File: src/rtl/vga_frame_arbiter.sv
// vga_frame_arbiter: shares one single-port frame RAM between scan-out reads,
// a pixel writer and a full-frame clear engine. Scan-out reads always win.
module vga_frame_arbiter #(
  parameter int DATA_WIDTH = 3,
  parameter int ADDR_WIDTH = 19,
  parameter int N_PIXELS   = 153600
) (
  input  logic                  clk,
  input  logic                  reset_n,
  input  logic                  scan_req,
  input  logic [ADDR_WIDTH-1:0] scan_addr,
  output logic [DATA_WIDTH-1:0] scan_data,
  output logic                  scan_valid,
  input  logic                  wr_valid,
  input  logic [ADDR_WIDTH-1:0] wr_addr,
  input  logic [DATA_WIDTH-1:0] wr_data,
  output logic                  wr_ready,
  input  logic                  clear_start,
  input  logic [DATA_WIDTH-1:0] clear_color,
  output logic                  busy,
  output logic                  clear_done,
  output logic                  wr_oob,
  output logic [ADDR_WIDTH-1:0] ram_addr,
  output logic [DATA_WIDTH-1:0] ram_data,
  output logic                  ram_we,
  input  logic [DATA_WIDTH-1:0] ram_q,
  output logic                  dbg_state
);

  localparam logic [ADDR_WIDTH-1:0] LAST_ADDR = ADDR_WIDTH'(N_PIXELS - 1);

  typedef enum logic {
    ST_IDLE  = 1'b0,
    ST_CLEAR = 1'b1
  } state_t;

  state_t                r_state;
  state_t                w_state_nxt;
  logic [ADDR_WIDTH-1:0] r_clr_cnt;
  logic [DATA_WIDTH-1:0] r_clr_color;
  logic                  r_clear_done;
  logic                  r_wr_oob;
  logic                  r_scan_p1;
  logic [DATA_WIDTH-1:0] r_scan_data;
  logic                  r_scan_valid;

  logic w_wr_xfer;
  logic w_wr_in_range;
  logic w_clr_write;
  logic w_clr_last;

  // Writer handshake: a transfer happens in every cycle where wr_valid and
  // wr_ready are both high. wr_ready is combinational and drops whenever a
  // scan read or the clear engine owns the RAM; while wr_valid is high and
  // wr_ready is low the writer keeps wr_addr/wr_data stable.
  assign w_wr_in_range = (wr_addr <= LAST_ADDR);
  assign w_wr_xfer     = wr_valid && wr_ready;
  assign w_clr_write   = (r_state == ST_CLEAR) && !scan_req;
  assign w_clr_last    = w_clr_write && (r_clr_cnt == LAST_ADDR);

  always_ff @(posedge clk or negedge reset_n) begin
    if (!reset_n) begin
      r_state <= ST_IDLE;
    end else begin
      r_state <= w_state_nxt;
    end
  end

  always_comb begin
    w_state_nxt = r_state;
    case (r_state)
      ST_IDLE:  if (clear_start) w_state_nxt = ST_CLEAR;
      ST_CLEAR: if (w_clr_last)  w_state_nxt = ST_IDLE;
      default:  w_state_nxt = ST_IDLE;
    endcase
  end

  // RAM port mux: scan read, then clear write, then writer; an idle port
  // keeps presenting the scan address.
  always_comb begin
    busy     = 1'b0;
    wr_ready = 1'b0;
    ram_addr = scan_addr;
    ram_data = wr_data;
    ram_we   = 1'b0;
    case (r_state)
      ST_IDLE:  wr_ready = !scan_req;
      ST_CLEAR: busy     = 1'b1;
      default:  busy     = 1'b0;
    endcase
    if (scan_req) begin
      ram_addr = scan_addr;
      ram_we   = 1'b0;
    end else if (r_state == ST_CLEAR) begin
      ram_addr = r_clr_cnt;
      ram_data = r_clr_color;
      ram_we   = 1'b1;
    end else if (wr_valid) begin
      ram_addr = wr_addr;
      ram_data = wr_data;
      ram_we   = w_wr_in_range;
    end
  end

  // Clear address counter and fill colour; the colour is only captured when
  // a clear is actually accepted, so a clear_start during CLEAR is ignored.
  always_ff @(posedge clk or negedge reset_n) begin
    if (!reset_n) begin
      r_clr_cnt   <= '0;
      r_clr_color <= '0;
    end else if (r_state == ST_IDLE) begin
      r_clr_cnt <= '0;
      if (clear_start) r_clr_color <= clear_color;
    end else if (w_clr_write) begin
      r_clr_cnt <= w_clr_last ? '0 : r_clr_cnt + ADDR_WIDTH'(1);
    end
  end

  always_ff @(posedge clk or negedge reset_n) begin
    if (!reset_n) begin
      r_clear_done <= 1'b0;
      r_wr_oob     <= 1'b0;
    end else begin
      r_clear_done <= w_clr_last;
      r_wr_oob     <= r_wr_oob | (w_wr_xfer && !w_wr_in_range);
    end
  end

  // Two-stage read return: the RAM registers the address on the request
  // edge, so ram_q is valid one cycle later and is captured on the next edge.
  always_ff @(posedge clk or negedge reset_n) begin
    if (!reset_n) begin
      r_scan_p1    <= 1'b0;
      r_scan_valid <= 1'b0;
      r_scan_data  <= '0;
    end else begin
      r_scan_p1    <= scan_req;
      r_scan_valid <= r_scan_p1;
      if (r_scan_p1) r_scan_data <= ram_q;
    end
  end

  assign scan_data  = r_scan_data;
  assign scan_valid = r_scan_valid;
  assign clear_done = r_clear_done;
  assign wr_oob     = r_wr_oob;
  assign dbg_state  = (r_state == ST_CLEAR);

endmodule
File: config.mk
export PLATFORM = sky130hd
export DESIGN_NAME = vga_frame_arbiter
export DESIGN_NICKNAME = d
export VERILOG_FILES = /design/src/rtl/vga_frame_arbiter.sv
export SDC_FILE = /design/constraint.sdc
export NUM_CORES = 1
export LEC_CHECK = 0
export BUFFER_PORTS_ARGS = -buffer_cell sky130_fd_sc_hd__clkbuf_2
export CAP_MARGIN = 20
export CORE_MARGIN = 3
export CORE_UTILIZATION = 30
export DETAILED_ROUTE_END_ITERATION = 7
export GPL_TIMING_DRIVEN = 0
export PLACE_DENSITY = 0.61
export SYNTH_ARGS = -nofsm -noshare
export SYNTH_HDL_FRONTEND = slang
export SYNTH_SLANG_ARGS = --single-unit
export TNS_END_PERCENT = 20
File: constraint.sdc
create_clock -name clk -period 3.42 [get_ports clk]
set_input_delay 0.342 -clock clk [delete_from_list [all_inputs] [get_ports clk]]
set_output_delay 0.342 -clock clk [all_outputs]
set_load 0.02 [all_outputs]
==> After elaboration in Yosys (flattened, before gate mapping) <==
Cells that the tools add are included.
{ "classes": {"addsub": 1, "multipliers": 0, "div": 0, "n_lt_le_gt_ge": 1, "eq_ne": 2, "shifts": 0, "muxes": 16, "bitwise_logic": 2, "reduce_logical": 7} }
{ "op_table": {"columns": ["operator", "count"], "rows": [
  ["$mux W19", 6],
  ["$add A19 B1 Y19 const B", 1],
  ["$eq A19 B18 Y1 const B", 1],
  ["$le A19 B18 Y1 const B", 1],
  ["$mux W1", 7],
  ["$mux W3", 2],
  ["$logic_and A1 B1 Y1", 4],
  ["$logic_not A1 Y1", 2],
  ["$ne A2 B1 Y1 const B", 1],
  ["$pmux W1 S2", 1],
  ["$reduce_and A2 Y1", 1],
  ["$not A1 Y1", 1],
  ["$or A1 B1 Y1", 1]
]} }
{ "totals": {"regBits": 30, "latchBits": 0, "ramBits": 0, "mem_bits_ro": 0, "input_bits": 52, "out_inout_bits": 32, "elab_cells": 37, "mem_count": 0} }

==> Depth between registers and ports, before layout <==
{ "logic_depth": {"ltp_word": 6, "depth_mapped": 6, "ltp_nobuf": 5} }

==> Worst setup path after synthesis <==
Ideal clock, no wire load.
{ "synth_timing": {"path_kind": "in2out", "from": "input port wr_valid", "to": "output port ram_addr[10]", "arrival_time_ns": 1.673, "t_required_ns": 3.078, "slack_ns": 1.405, "cell_stages": 5, "n_path_buf": 2, "path_cell_list": "clkbuf_1 nor2b_1 clkbuf_1 a21oi_1 o21ai_0"} }
{ "synth_between": {"elab_chain_len": 3} }
{ "synth_lines": {"columns": ["item", "line_no", "rtl"], "rows": [
  ["start: declaration", "14", "input logic wr_valid,"],
  ["$mux W19", "98", "end else if (wr_valid) begin"],
  ["$mux W19", "94", "end else if (r_state == ST_CLEAR) begin"],
  ["$mux W19", "91", "if (scan_req) begin"],
  ["end: declaration", "23", "output logic [ADDR_WIDTH-1:0] ram_addr,"]
]} }
Every way passes these cells.

==> Worst setup path after layout <==
{ "layout_timing": {"from": "register r_state, in the netlist dbg_state", "to": "output port ram_addr[3]"} }
{ "layout_between": {"elab_chain_len": 2} }
{ "layout_lines": {"columns": ["item", "line_no", "rtl"], "rows": [
  ["start: declaration", "37", "state_t r_state;"],
  ["start signal: assignment", "65", "r_state <= w_state_nxt;"],
  ["$mux W19", "94", null],
  ["$mux W19", "91", null]
]} }
Every way passes these cells.

==> flow_summary_export.csv <==
group,metric,value,unit
pwr,p_leak,1.160,nW
logic_synthesis,synthTopCellsByCount,"30 x dfrtp_1, 28 x a21oi_1, 22 x o21ai_0",
placed_design,placed_area,2531,µm²
layout,drive_above_1_share,32.41,%
logic_synthesis,synth_area_per_cell,8.615,µm²
pwr,switching_share,35.97,%
cts,hold_buffers,0,
cts,cts_resized,0,
layout,syn2layout_area_growth,28.80,%
placed_design,dp.cells,394,
cts,cts_setup_buffers,0,
logic_synthesis,yosysMostFrequentCell,"dfrtp_1",
pwr,p_sw,0.3816,mW
min_path,hp-class,"in -> async",
route,drt_first_pass_iters,4,
pwr,p_int,0.6791,mW
worst_setup_path,crit_path_max_fanout,10,
status,status,"finished clean",
pwr,p_seq_share,41.8,%
layout,final_nets,377,
route,drt_first_iter_violations,143,
logic_synthesis,yosys.area.top_type,"dfrtp_1",
worst_setup_path,startpoint_type,"flop",
timing,fmax,390.0,MHz
worst_setup_path,endpoint_kind,"primary output",
logic_synthesis,synth-compound-area-share,24.72,%
route,wl_per_cell,14.86,µm
timing,worst_clock_skew,5.105,ps
cts,clock_path_buffers,2,
route,ant_nets,0,
cts,root_buffer,"clkbuf_8",
placed_design,place_hpwl,4408,µm
worst_setup_path,crit_type,"reg -> out",
floorplanning,fp.dieH,88.15,µm
cts,tritoncts,"done",
timing,setup_violations,0,
logic_synthesis,yosys_most_used_dff,"dfrtp_1",
layout,fillers,674,
pwr,power,1.061,mW
worst_setup_path,cp_slowest_cell,"dfrtp_1",
logic_synthesis,synthCells,235,
global_routing,grt_max_degree,31,
global_routing,grt_pass1_vias,2031,
global_routing,grt.overflow.total,0,
floorplanning,die-area,7770,µm²
timing,period_minus_slack,2564,ps
worst_setup_path,max_stage_delay,570,ps
logic_synthesis,yosys_warnings,0,
floorplanning,io_pins,84,
logic_synthesis,synthMuxAreaShare,5.501,%
route,num_vias,2176,
pwr,p_per_area,406.8,nW/µm²
placed_design,routabilityCongestion,0.7738,
worst_setup_path,required,3080,ps
timing,slew_headroom,49.15,%
logic_synthesis,ys_ff_latch,30,
timing,tightestPinTransition,762.8,ps
worst_setup_path,crit_chain,"inv_1 > nor2_1 > clkbuf_1 > a22oi_1 > o21ai_0 > clkbuf_2",
layout,design_area,2608,µm²
pwr,clockPowerShare,25.1,%
pwr,peakVddDrop,199.0,µV
logic_synthesis,syn-cell-area,2024,µm²
route,wl,5957,µm
route,drc,0,
logic_synthesis,synth_cell_types,39,
cts,clock_latency,280,ps
cts,cts.htree.levels,2,
logic_synthesis,async_reset_ff_share,100.0,%
logic_synthesis,synthesis.nets,288,
cts,cts_buffers,5,
pwr,power_frac_comb,33.2,%
placed_design,numPortBuffers,82,
logic_synthesis,yosysSeqAreaShare,37.08,%
floorplanning,core.rowCount,29,
global_routing,antenna_found_initial,0,
floorplanning,initial_core_util,31.34,%
logic_synthesis,synth-xor-area-share,4.326,%
layout,instances_no_fill,401,
global_routing,grt_pass1_wl,9515,µm
logic_synthesis,ys_top_cells_by_area,"dfrtp_1 37%, a22oi_1 7.0%, a21oi_1 6.9%",
layout,antenna_cells,0,
logic_synthesis,synth_top_area_share,37.08,%
floorplanning,core_area,6459,µm²
timing,grt_setup_unrepaired,"false",
logic_synthesis,synthAdderAreaFrac,0.6180,%
cts,cts.clk_slew.worst_paths,60,ps
timing,final_hold_viol_count,0,
logic_synthesis,synth-simple-area-share,23.61,%
flow_run,maxCapViolCount,0,
route,vias_per_cell,5.426,
timing,tns,0,ps
logic_synthesis,synth_edf_count,0,
cts,numClockSinks,30,
logic_synthesis,synth_top_family_by_area,"compound AO/OA/AOI/OAI gates",
timing,slew_violations,0,
worst_setup_path,crit_arrival,2220,ps
timing,fin_crit_sh,74.98,%
global_routing,groute.usage.overall,15.67,%
floorplanning,die_w,88.15,µm
registers in the layout, indices dropped and copies added (netlist names):
name         count
r_clr_cnt       19
clear_done       1
scan_data        3
r_clr_color      3
wr_oob           1
dbg_state        1
scan_valid       1
r_scan_p1        1
routing by layer:
layer	track usage [%]	part of all wire (%)	vias up
li1	-	-	1049
met5	0	0	-
met4	4.945	1.3	0
met2	24.86	44	92
met3	3.198	8.1	7
met1	21.49	46	1028
worst max-delay path: cells and delay by family (launching register included):
family	cells	cell delay [ps]
AND/OR/NAND/NOR	1	400
flip-flops	1	570
AO/OA/AOI/OAI	2	240
buffers and inverters	3	730
final timing paths:
kind	from	endpoint	slack, ps	cells after the start
worst max-delay path	dbg_state$_DFF_PN0_	ram_addr[3]	860	6
worst min register to register	r_scan_p1$_DFF_PN0_	scan_valid$_DFF_PN0_	470	0
worst min-delay path	reset_n	r_clr_color[1]$_DFFE_PN0P_	130	1
min in group clk	scan_req	r_scan_p1$_DFF_PN0_	210	1
max in group asynchronous	reset_n	r_clr_cnt[18]$_DFFE_PN0P_	2810	1
worst max register to register	r_clr_cnt[13]$_DFFE_PN0P_	dbg_state$_DFF_PN0_	1240	5
layout by cell type (no fill, tap or decap), types with 2 or more instances in the layout:
master,instances
nand4_1,10
nor2_1,15
nand3_1,6
clkbuf_8,5
nor2b_1,21
or4_1,5
o21ai_0,22
and3_1,3
a22oi_1,19
inv_1,3
a21oi_1,28
or3_1,2
nor4_1,2
dfrtp_1,30
o31ai_1,2
clkbuf_1,15
xnor2_1,4
nor4b_1,3
mux2_2,9
clkbuf_2,83
nand2_1,12
xor2_1,6
a21o_1,2
kinds of logic after synthesis:
logic type                 after synthesis
AOI/OAI and AO/OA                       81
xor gates and xnor gates                10
adders and majority gates                1
buffers and inverters                   19
DFF                                     30
muxes                                   10
and+or+nand+nor                         84
cell type report:
| class | count | area (µm²) | area share, % |
|---|---|---|---|
| multi-input cells | 186 | 1190 | 45.63 |
| repair buffers | 82 | 410.4 | 15.74 |
| inverters | 3 | 11.26 | 0.4319 |
| flip-flops and latches | 30 | 750.7 | 28.79 |
| clock buffers | 7 | 76.32 | 2.927 |
| well taps | 77 | 96.34 | 3.695 |
| plain buffers | 16 | 72.57 | 2.783 |
power groups by stage:
| stage | logic, mW | registers, mW | clock network [mW] |
|---|---|---|---|
| after detailed placement | 0.353 | 0.450 | 0 |
| after global placement | 0.348 | 0.449 | 0 |
| after floorplan | 0.218 | 0.449 | 0 |
| final | 0.352 | 0.443 | 0.266 |
| after global routing | 0.389 | 0.449 | 0.296 |
| after CTS | 0.354 | 0.443 | 0.279 |
through the flow:
stage               setup slack [ps]  hold WS, ps  util [%]
floorplan                       1405        46.41         -
global placement                1159        457.1     39.19
detailed placement              1132        459.3     39.19
CTS                            856.9        152.3     40.37
global route                   655.4        187.7     40.37
finish                         855.8        126.5     40.37
(Power assumes the default switching activity.)
